`config.mk`:
```
export PLATFORM = sky130hd
export DESIGN_NAME = fifo_uart_tx_flat
export DESIGN_NICKNAME = d
export VERILOG_FILES = /design/src/rtl/fifo_uart_tx_if.sv /design/src/rtl/fifo_uart_tx.sv /design/src/flat_wrapper.sv
export SDC_FILE = /design/constraint.sdc
export NUM_CORES = 1
export LEC_CHECK = 0
export CORE_UTILIZATION = 30
export CTS_CLUSTER_DIAMETER = 30
export DETAILED_ROUTE_END_ITERATION = 16
export MAX_ROUTING_LAYER = met4
export PLACE_DENSITY = 0.59
export SLEW_MARGIN = 20
export SYNTH_ARGS = -nofsm -noshare
export SYNTH_HDL_FRONTEND = slang
export SYNTH_SLANG_ARGS = --single-unit
```
`constraint.sdc`:
```
create_clock -name clk -period 4.3 [get_ports clk]
set_input_delay 0.43 -clock clk [delete_from_list [all_inputs] [get_ports clk]]
set_output_delay 0.43 -clock clk [all_outputs]
set_load 0.01 [all_outputs]
```
`src/rtl/fifo_uart_tx_if.sv`:
```
// fifo_uart_tx_if: signal bundle between the byte FIFO read side, the enable
// control and the UART transmit stage.
//
//   tx_en       - permission to start a new frame (sampled only while idle)
//   fifo_empty  - FIFO empty flag (sampled only while idle)
//   fifo_data   - FIFO registered read data
//   fifo_rd_en  - FIFO read strobe
//   tx          - serial line, idles high
//   busy        - transmitter is anywhere other than idle
//   tx_done     - one-cycle pulse in the last cycle of the final stop bit
//
// Read handshake: the transmitter raises fifo_rd_en for exactly one cycle,
// and only when it saw fifo_empty low while idle. The FIFO must present the
// byte on fifo_data in the following cycle, which is when it is captured.
// There is no back-pressure: a strobe is never issued unless the FIFO has
// already advertised data, so every strobe consumes exactly one byte.
//
// master: drives tx_en / fifo_empty / fifo_data (FIFO + control side).
// slave : drives fifo_rd_en / tx / busy / tx_done (the transmitter).
`timescale 1ns/1ps
interface fifo_uart_tx_if;
  logic       tx_en;
  logic       fifo_empty;
  logic [7:0] fifo_data;
  logic       fifo_rd_en;
  logic       tx;
  logic       busy;
  logic       tx_done;

  modport master (
    output tx_en, fifo_empty, fifo_data,
    input  fifo_rd_en, tx, busy, tx_done
  );

  modport slave (
    input  tx_en, fifo_empty, fifo_data,
    output fifo_rd_en, tx, busy, tx_done
  );
endinterface

```
`src/rtl/fifo_uart_tx.sv`:
```
// fifo_uart_tx: drains a synchronous byte FIFO one byte at a time and sends
// each byte as a UART frame: start bit, 8 data bits LSB first, optional
// parity bit, 1 or 2 stop bits. A new byte is only requested from IDLE, so
// no read is ever issued while a frame is on the line.
//
// Ports:
//   clk        - rising-edge clock (shared with the FIFO)
//   rst        - asynchronous, active-low reset
//   bus        - fifo_uart_tx_if.slave (tx_en, fifo_empty, fifo_data in;
//                fifo_rd_en, tx, busy, tx_done out)
//   dbg_state  - current FSM state encoding, for observation only
//
// Every output is decoded from registered state (FSM, baud counter, stop
// index, shift register, parity flop); no input reaches an output
// combinationally.
`timescale 1ns/1ps
module fifo_uart_tx #(
  parameter int CLKS_PER_BIT = 868,
  parameter int PARITY_EN    = 0,
  parameter int PARITY_ODD   = 0,
  parameter int STOP_BITS    = 1
) (
  input  logic             clk,
  input  logic             rst,
  fifo_uart_tx_if.slave    bus,
  output logic [2:0]       dbg_state
);

  localparam int            CW   = $clog2(CLKS_PER_BIT);
  localparam logic [CW-1:0] TERM = CW'(CLKS_PER_BIT - 1);
  // stop_idx value during the final stop bit
  localparam logic          STOP_LAST = (STOP_BITS == 2);

  typedef enum logic [2:0] {
    IDLE   = 3'd0,
    FETCH  = 3'd1,
    LATCH  = 3'd2,
    START  = 3'd3,
    DATA   = 3'd4,
    PARITY = 3'd5,
    STOP   = 3'd6
  } state_t;

  state_t        state;
  state_t        state_next;
  logic [CW-1:0] baud_cnt;
  logic [2:0]    bit_idx;
  logic [7:0]    shift;
  logic          parity_bit;
  logic          stop_idx;

  logic          bit_end;
  logic          timed;
  logic          tx_c;
  logic          rd_en_c;
  logic          busy_c;
  logic          done_c;

  assign bit_end = (baud_cnt == TERM);
  // States that hold the line for whole bit periods.
  assign timed   = (state == START) || (state == DATA) ||
                   (state == PARITY) || (state == STOP);

  always_ff @(posedge clk or negedge rst) begin
    if (!rst) state <= IDLE;
    else      state <= state_next;
  end

  always_comb begin
    state_next = state;
    tx_c       = 1'b1;
    rd_en_c    = 1'b0;
    busy_c     = 1'b1;
    done_c     = 1'b0;
    case (state)
      IDLE: begin
        busy_c = 1'b0;
        if (bus.tx_en && !bus.fifo_empty) state_next = FETCH;
      end
      FETCH: begin
        rd_en_c    = 1'b1;
        state_next = LATCH;
      end
      LATCH: state_next = START;
      START: begin
        tx_c = 1'b0;
        if (bit_end) state_next = DATA;
      end
      DATA: begin
        tx_c = shift[0];
        if (bit_end && bit_idx == 3'd7)
          state_next = (PARITY_EN != 0) ? PARITY : STOP;
      end
      PARITY: begin
        tx_c = parity_bit;
        if (bit_end) state_next = STOP;
      end
      STOP: begin
        if (bit_end && stop_idx == STOP_LAST) begin
          done_c     = 1'b1;
          state_next = IDLE;
        end
      end
      default: state_next = IDLE;
    endcase
  end

  always_ff @(posedge clk or negedge rst) begin
    if (!rst) begin
      baud_cnt   <= '0;
      bit_idx    <= '0;
      shift      <= '0;
      parity_bit <= 1'b0;
      stop_idx   <= 1'b0;
    end else begin
      // Restart the bit period on every state change and bit boundary so the
      // counter never runs past TERM; it rests at zero outside timed states.
      if (state_next != state || bit_end || !timed) baud_cnt <= '0;
      else                                          baud_cnt <= baud_cnt + CW'(1);

      case (state)
        LATCH: begin
          shift      <= bus.fifo_data;
          parity_bit <= (^bus.fifo_data) ^ (PARITY_ODD != 0);
          bit_idx    <= '0;
          stop_idx   <= 1'b0;
        end
        DATA: begin
          if (bit_end) begin
            shift   <= shift >> 1;
            bit_idx <= bit_idx + 3'd1;
          end
        end
        STOP: begin
          if (bit_end) stop_idx <= ~stop_idx;
        end
        default: ;
      endcase
    end
  end

  assign bus.tx         = tx_c;
  assign bus.fifo_rd_en = rd_en_c;
  assign bus.busy       = busy_c;
  assign bus.tx_done    = done_c;
  assign dbg_state      = state;

endmodule

```
`src/flat_wrapper.sv`:
```
// flat-port wrapper written by rule: the top's interface ports become plain ports
module fifo_uart_tx_flat 
#(
  parameter int CLKS_PER_BIT = 868,
  parameter int PARITY_EN    = 0,
  parameter int PARITY_ODD   = 0,
  parameter int STOP_BITS    = 1
)
  (clk, rst, dbg_state, bus_tx_en, bus_fifo_empty, bus_fifo_data, bus_fifo_rd_en, bus_tx, bus_busy, bus_tx_done);
  fifo_uart_tx_if bus_i ();
  input  logic clk;
  input  logic rst;
  output logic [2:0] dbg_state;
  input wire logic [$bits(bus_i.tx_en)-1:0] bus_tx_en;
  input wire logic [$bits(bus_i.fifo_empty)-1:0] bus_fifo_empty;
  input wire logic [$bits(bus_i.fifo_data)-1:0] bus_fifo_data;
  output wire logic [$bits(bus_i.fifo_rd_en)-1:0] bus_fifo_rd_en;
  output wire logic [$bits(bus_i.tx)-1:0] bus_tx;
  output wire logic [$bits(bus_i.busy)-1:0] bus_busy;
  output wire logic [$bits(bus_i.tx_done)-1:0] bus_tx_done;
  assign bus_i.tx_en = bus_tx_en;
  assign bus_i.fifo_empty = bus_fifo_empty;
  assign bus_i.fifo_data = bus_fifo_data;
  assign bus_fifo_rd_en = bus_i.fifo_rd_en;
  assign bus_tx = bus_i.tx;
  assign bus_busy = bus_i.busy;
  assign bus_tx_done = bus_i.tx_done;
  fifo_uart_tx #(.CLKS_PER_BIT(CLKS_PER_BIT), .PARITY_EN(PARITY_EN), .PARITY_ODD(PARITY_ODD), .STOP_BITS(STOP_BITS)) u_core (.clk(clk), .rst(rst), .bus(bus_i), .dbg_state(dbg_state));
endmodule
```
==> key figures, run 1 <==
CTS
  – Maximum number of buffers from clock root to sink: 2
  – Hold bufs inserted after CTS: 0
  – CTS clock-pin slew for the worst setup and hold paths: about 90 ps
  – Clock Sinks: 26
  – Quantity of gates resized following cts: 0
  – Clock latency at the later pin of the worst-skew pair: 260 ps
  – H-Tree Level Count: 1
  – Clock tree from TritonCTS: yes
  – Post-CTS setup buffer count: 0
  – Cell chosen for the clock root: sky130_fd_sc_hd__clkbuf_8
  – CTS buffer count: 3

Die
  – Die outline height: 70.8 um
  – Core Footprint: 0.00444 mm2
  – Row count: 24
  – Number of primary I/O pins: 19
  – Floorplan die width: 70.8 um
  – Die Footprint: 0.00501 mm2
  – Starting density of the core: 0.320

Route
  – Final Routed Wirelength: 2.84 mm
  – Routed via count: 1043
  – Number of routed nets with antenna violations: 0
  – Post-route DRC violation count: 0
  – Routed length per placed instance: 13.8 um
  – Number of iterations in the first detailed-routing pass: 6
  – Initial DRC Count: between 50 and 60
  – Vias per Instance: 5.06

GRT
  – First-pass GRT wire length: between 5 and 6 mm
  – Aggregate global-route resource usage: 0.134
  – Number of antenna violations at the first check in global routing: 0
  – Pin count of the biggest net entering global routing: 27
  – Grt total ovfl: 0
  – Via count of the first global-routing pass: 1112

STA
  – Setup Viol. Count Final: 0
  – Setup repair after global routing missed its margin: no
  – Fmax: 0.339 GHz
  – Total negative slack: 0 ps
  – Minimum clock period after layout: 2950 ps
  – Transition time at the pin with the least slew margin: ~600 ps
  – Fin Clk Skew: 1.63 ps
  – Final worst-path cycle share: 0.687
  – Worst-case headroom to the max-slew limit: 0.609
  – Final-report hold violation count: 0
  – Total count of max-transition violations in the final report: 0

Power
  – Static leakage: 0.000734 uW
  – Pwr per Cell Area: 267 mW/mm2
  – Max VDD drop: 0.204 mV

Final layout
  – Antenna Diode Count: 0
  – Core Util, Final: 0.383
  – Net count of the finished layout: 170
  – Relative area change from synthesis to final layout: 19.9%
  – Most common library cell in the layout ignoring fill and taps: sky130_fd_sc_hd__dfrtp_1
  – Fill cell instance count of the final layout: 440
  – Fraction of layout instances using a drive strength above 1: 0.169
  – Commonest cells after routing, fill and taps aside: sky130_fd_sc_hd__dfrtp_1 (26), sky130_fd_sc_hd__clkdlybuf4s50_1 (18), sky130_fd_sc_hd__nor2_1 (17), sky130_fd_sc_hd__xnor2_1 (14), sky130_fd_sc_hd__mux2_2 (14)

Yosys
  – Number of nets in the synthesized netlist: 150
  – Sequential element share of the synthesized area: 0.458
  – Post-synthesis async set-or-reset flop share: 1.00
  – Syn Inst Count: between 100 and 150
  – Yosys warning count: 0
  – Post-synthesis area per instance: between 10 and 15 um2
  – Number of synthesized flops with an enable pin: 0
  – Area of the mapped netlist: 0.00142 mm2
  – Count of state elements after synthesis: 26
  – Flip-flop cell with the highest count after synthesis: sky130_fd_sc_hd__dfrtp_1
  – Number of distinct standard cells referenced by the synthesized netlist: 39

Critical path
  – Largest fanout of any net on the critical path: 9
  – Slowest-stage cell, CP: sky130_fd_sc_hd__clkdlybuf4s50_1
  – Sort of element at the end of the critical path: output port
  – Crit path arrival time: 2520 ps
  – Critical path buffers and inverters: 1
  – Maximum cell stage delay along the critical path: 590 ps
  – Critical path startpoint category: flop
  – Flop-to-flop setup slack: 2160 ps
  – Crit Path Category: reg -> out
  – Cell class contributing the biggest share of worst-path delay: simple AND/OR/NAND/NOR gates
  – Critical path required time: approximately 3900 ps
  – CP Cell Sequence: ha_1, nand4b_1, or3_1, nor4_1, clkdlybuf4s50_1

Run status
  – Outcome: finished, final reports clean

Place
  – IO buf count: 18
  – HPWL Detailed: 2.13 mm
  – Placer Congestion: between 0.8 and 0.9

Job
  – Count of maximum capacitance violations: 0

Min path
  – Worst hold-check path type: reg -> reg
report_power, final:
part / internal [uW] / switching, uW
logic: 24.9 / 17.1
clock network: 81.7 / 74.2
registers: 252 / 4.26
through the flow:
stage	setup slack, ps	instance area, um2	std cells	total power, uW	hold WS (ps)
after floorplan	2200	1420	135	282	134
after global placement	1710	1650	202	303	468
after detailed placement	1650	1650	202	304	483
after CTS	1330	1700	206	461	495
after global routing	1160	1700	206	476	530
final	1350	1700	206	454	492
synthesized netlist by cell type (2+ instances only):
cell type                   n  share of area
sky130_fd_sc_hd__dfrtp_1   26           0.46
sky130_fd_sc_hd__nor2_1    17          0.045
sky130_fd_sc_hd__mux2_2    14           0.11
sky130_fd_sc_hd__xnor2_1   14          0.086
sky130_fd_sc_hd__inv_1      8          0.021
sky130_fd_sc_hd__nand2_1    6          0.016
sky130_fd_sc_hd__nand3_1    6          0.021
sky130_fd_sc_hd__a21oi_1    5          0.018
sky130_fd_sc_hd__ha_1       3          0.026
sky130_fd_sc_hd__buf_2      2         0.0070
sky130_fd_sc_hd__mux2i_1    2          0.014
sky130_fd_sc_hd__nand2b_1   2         0.0088
sky130_fd_sc_hd__nor3_1     2         0.0070
sky130_fd_sc_hd__nor4_1     2         0.0088
sky130_fd_sc_hd__xor2_1     2          0.012
sequential cells by signal, summed over array words and instances, names as in the netlist:
name,flops
u_core.parity_bit,1
u_core.dbg_state,3
u_core.baud_cnt,10
u_core.stop_idx,1
u_core.bit_idx,3
u_core.shift,8
worst reg2reg max path: stages (launching register included):
cell and delay, ps:
sky130_fd_sc_hd__dfrtp_1 700, sky130_fd_sc_hd__nand2b_1 220, sky130_fd_sc_hd__nor2_2 450, sky130_fd_sc_hd__mux2_2 400
sky130_fd_sc_hd__mux2_2 260
cell type report:
class	instances	area, um2	share of cell area
inverters	8	30.0	0.0176
well taps	52	65.1	0.0382
multi-input cells	97	714	0.420
repair buffers	19	188	0.110
clock buffers	4	55.1	0.0323
flip-flops and latches	26	651	0.382
final timing paths:
check / cells after the start / endpoint / from
min in group asynchronous: 2 / u_core.baud_cnt[5] / rst
worst min-delay path: 1 / u_core.baud_cnt[0] / u_core.baud_cnt[0]
worst min register to register: 1 / u_core.baud_cnt[0] / u_core.baud_cnt[0]
worst max register to register: 4 / u_core.shift[1] / u_core.dbg_state[2]
max in group asynchronous: 2 / u_core.baud_cnt[4] / rst
worst max-delay path: 5 / bus_tx_done / u_core.baud_cnt[0]
metal layers:
layer | vias up | GRT usage | wire, um
li1 | 509 | - | -
met1 | 505 | 0.172 | 1340
met2 | 25 | 0.207 | 1380
met3 | 4 | 0.0385 | 93
met4 | 0 | 0.0356 | 21
met5 | - | - | 0
kinds of logic after synthesis:
group,share of synthesized area
buffers and inverters,0.0388
XOR/XNOR,0.0987
flip-flops,0.458
AND/OR/NAND/NOR,0.159
multiplexers,0.125
AO/OA/AOI/OAI,0.0943
adder cells (fa/ha/maj),0.0264
(Power assumes the default switching activity.)
==> run 2, diff against run 1 <==
--- a/config.mk
+++ b/config.mk
@@ -9,7 +9,7 @@
 export CTS_CLUSTER_DIAMETER = 30
 export DETAILED_ROUTE_END_ITERATION = 16
 export MAX_ROUTING_LAYER = met4
-export PLACE_DENSITY = 0.59
+export PLACE_DENSITY = 0.6
 export SLEW_MARGIN = 20
 export SYNTH_ARGS = -nofsm -noshare
 export SYNTH_HDL_FRONTEND = slang
==> constraint.sdc (replaced) <==
create_clock -name clk -period 2.5 [get_ports clk]
set_input_delay 0.25 -clock clk [delete_from_list [all_inputs] [get_ports clk]]
set_output_delay 0.25 -clock clk [all_outputs]
set_load 0.01 [all_outputs]
==> run 2 against run 1 <==
Compared with the run above: final cell count rose by 0.97%; flip-flop and latch count did not move; worst setup slack got worse by 1100 ps; register-to-register slack got worse by 1600 ps; global-route usage fell by 1.3 points; total power rose by 89%; via count fell by 2.6%; worst hold slack got worse by 150 ps; design area rose by 2.1%; critical path type unchanged.
==> key figures, run 2 (synthesis gave the netlist of run 1 again) <==
GRT
  – Via count of the first global-routing pass: 979 (-12%)
  – Pin count of the biggest net entering global routing: 27 (unchanged)
  – Number of antenna violations at the first check in global routing: 0 (unchanged)
  – Aggregate global-route resource usage: 0.121 (-0.0126)
  – Grt total ovfl: 0 (unchanged)
  – First-pass GRT wire length: 4.66 mm (-9.6%)

Place
  – Placer Congestion: 0.821 (+2.1%)
  – Cell count after placement: 204 (+0.99%)
  – IO buf count: 18 (unchanged)
  – Area of placed instances: 0.00166 mm2 (+0.91%)
  – HPWL Detailed: 2.09 mm (-1.6%)

Critical path
  – Sort of element at the end of the critical path: output port
  – Slowest-stage cell, CP: sky130_fd_sc_hd__or3_1
  – Crit Path Category: reg -> out
  – Critical path startpoint category: flop
  – Critical path required time: 2250 ps (-1620 ps)
  – CP Cell Sequence: ha_1, nand4b_1, or3_1, nor4_2, dlygate4sd2_1
  – Maximum cell stage delay along the critical path: 420 ps (-170 ps)
  – Largest fanout of any net on the critical path: 4 (-5)
  – Crit path arrival time: 2050 ps (-470 ps)
  – Cell class contributing the biggest share of worst-path delay: simple AND/OR/NAND/NOR gates
  – Critical path buffers and inverters: 1 (unchanged)

Die
  – Number of primary I/O pins: 19 (unchanged)
  – Die Footprint: 0.00501 mm2 (unchanged)
  – Core Footprint: 0.00444 mm2 (unchanged)
  – Starting density of the core: 0.320 (unchanged)
  – Floorplan die width: 70.8 um (unchanged)
  – Die outline height: 70.8 um (unchanged)
  – Row count: 24 (unchanged)

Final layout
  – Most common library cell in the layout ignoring fill and taps: sky130_fd_sc_hd__dfrtp_1
  – Net count of the finished layout: 172 (+1.2%)
  – Largest reg by FF count: u_core.baud_cnt
  – Largest registers: u_core.baud_cnt x10, u_core.shift x8
  – Antenna Diode Count: 0 (unchanged)
  – Relative area change from synthesis to final layout: 22.5%
  – Post-layout instance count excluding filler cells: 208 (+0.97%)
  – Fraction of layout instances using a drive strength above 1: 0.186 (+0.0171)
  – Fill cell instance count of the final layout: 442 (+0.45%)
  – Max reg flops: 10 (unchanged)
  – Commonest cells after routing, fill and taps aside: sky130_fd_sc_hd__dfrtp_1 (26), sky130_fd_sc_hd__nor2_1 (17), sky130_fd_sc_hd__clkdlybuf4s50_1 (17), sky130_fd_sc_hd__xnor2_1 (14), sky130_fd_sc_hd__mux2_2 (14)
  – Final instance area: 0.00174 mm2 (+2.1%)

Power
  – Max VDD drop: 0.173 mV (-15%)
  – Overall power after layout: 860 uW (+89%)
  – Pwr per Cell Area: 494 mW/mm2 (+85%)
  – Static leakage: 0.000755 uW (+2.9%)

STA
  – Total count of max-transition violations in the final report: 0 (unchanged)
  – Fin Clk Skew: 7.85 ps (+6.23 ps)
  – Final worst-path cycle share: 0.919
  – Total negative slack: 0 ps (unchanged)
  – Setup repair after global routing missed its margin: no
  – Final worst hold slack: 345 ps (-147 ps)
  – Transition time at the pin with the least slew margin: 558 ps (-28.7 ps)
  – Fmax: 0.435 GHz
  – Worst-case headroom to the max-slew limit: 0.628 (+0.0192)
  – Setup Viol. Count Final: 0 (unchanged)
  – Final-report hold violation count: 0 (unchanged)
  – Minimum clock period after layout: roughly 2300 ps

CTS
  – CTS buffer count: 3 (unchanged)
  – Clock latency at the later pin of the worst-skew pair: 270 ps (about the same)
  – H-Tree Level Count: 1 (unchanged)
  – Cell chosen for the clock root: sky130_fd_sc_hd__clkbuf_8
  – Clock Sinks: 26 (unchanged)
  – CTS clock-pin slew for the worst setup and hold paths: 100 ps (about the same)
  – Maximum number of buffers from clock root to sink: 2 (unchanged)
  – Hold bufs inserted after CTS: 0 (unchanged)
  – Post-CTS setup buffer count: 0 (unchanged)
  – Clock tree from TritonCTS: yes

Min path
  – Worst hold-check path type: in -> async

Route
  – Initial DRC Count: 55 (+5.8%)
  – Post-route DRC violation count: 0 (unchanged)
  – Number of iterations in the first detailed-routing pass: 6 (unchanged)
  – Vias per Instance: 4.88 (-3.5%)
  – Routed via count: 1016 (-2.6%)
  – Final Routed Wirelength: 2.77 mm (-2.6%)
  – Routed length per placed instance: 13.3 um (-3.6%)
  – Number of routed nets with antenna violations: 0 (unchanged)

Run status
  – Outcome: finished, final reports clean

Job
  – Count of maximum capacitance violations: 0 (unchanged)
## run 2: cell count changes in the layout (fill, tap and decap cells not counted)
cell,delta
sky130_fd_sc_hd__buf_4,+2
sky130_fd_sc_hd__bufinv_16,+1
sky130_fd_sc_hd__clkbuf_8,-1
sky130_fd_sc_hd__clkdlybuf4s50_1,-1
sky130_fd_sc_hd__dlygate4sd2_1,+1
sky130_fd_sc_hd__nor4_1,-1
sky130_fd_sc_hd__nor4_2,+1
## run 2: power breakdown
part           switching (uW)  internal, uW  total (uW)
combinational            28.2          42.8        71.1
sequential               6.38           433         440
clock                     135           214         349
## run 2: through the flow
stage / setup WS (ps) / util
2_1_floorplan: 582 / -
3_3_place_gp: 281 / 0.374
3_5_place_dp: 200 / 0.374
4_1_cts: 189 / 0.390
5_1_grt: 21.7 / 0.391
6_report: 203 / 0.391
## run 2: worst paths after layout
kind | slack (ps) | depth (start not counted) | endpoint | startpoint
min | 340 | 2 | u_core.baud_cnt[6] | rst
max in group asynchronous | 1890 | 2 | u_core.parity_bit | rst
min in group clk | 490 | 1 | u_core.baud_cnt[0] | u_core.baud_cnt[0]
max | 200 | 5 | bus_tx_done | u_core.baud_cnt[0]
min reg2reg | 490 | 1 | u_core.baud_cnt[0] | u_core.baud_cnt[0]
max reg2reg | 520 | 4 | u_core.shift[2] | u_core.dbg_state[0]
## run 2: what timing repair did
action | CTS | global route
resized for setup | 1 | 1
setup endpoints to repair | 1 | 1
cloned | 0 | 0
## run 2: cell type report
type                            count  area (um2)  area share
Multi-Input combinational cell     97         721       0.414
Sequential cell                    26         651       0.374
Timing Repair Buffer               21         201       0.116
Tap cell                           52        65.1      0.0374
Clock buffer                        3        41.3      0.0237
Clock inverter                      1        30.0      0.0173
Inverter                            8        30.0      0.0173
## run 2: layer usage
metal  track usage  routed length, um  up-vias
met5             -                  0        -
met4        0.0267                  0        0
met3        0.0271                132        0
met2         0.181               1230       29
met1         0.170               1400      472
li1              -                  -      515
==> run 3, diff against run 2 <==
--- a/config.mk
+++ b/config.mk
@@ -6,7 +6,7 @@
 export NUM_CORES = 1
 export LEC_CHECK = 0
 export CORE_UTILIZATION = 30
-export CTS_CLUSTER_DIAMETER = 30
+export CTS_CLUSTER_DIAMETER = 120
 export DETAILED_ROUTE_END_ITERATION = 16
 export MAX_ROUTING_LAYER = met4
 export PLACE_DENSITY = 0.6
@@ -14,3 +14,4 @@
 export SYNTH_ARGS = -nofsm -noshare
 export SYNTH_HDL_FRONTEND = slang
 export SYNTH_SLANG_ARGS = --single-unit
+export TNS_END_PERCENT = 30
==> results of run 3 <==
The final DEF is identical to that of run 2; final timing and power are the same.
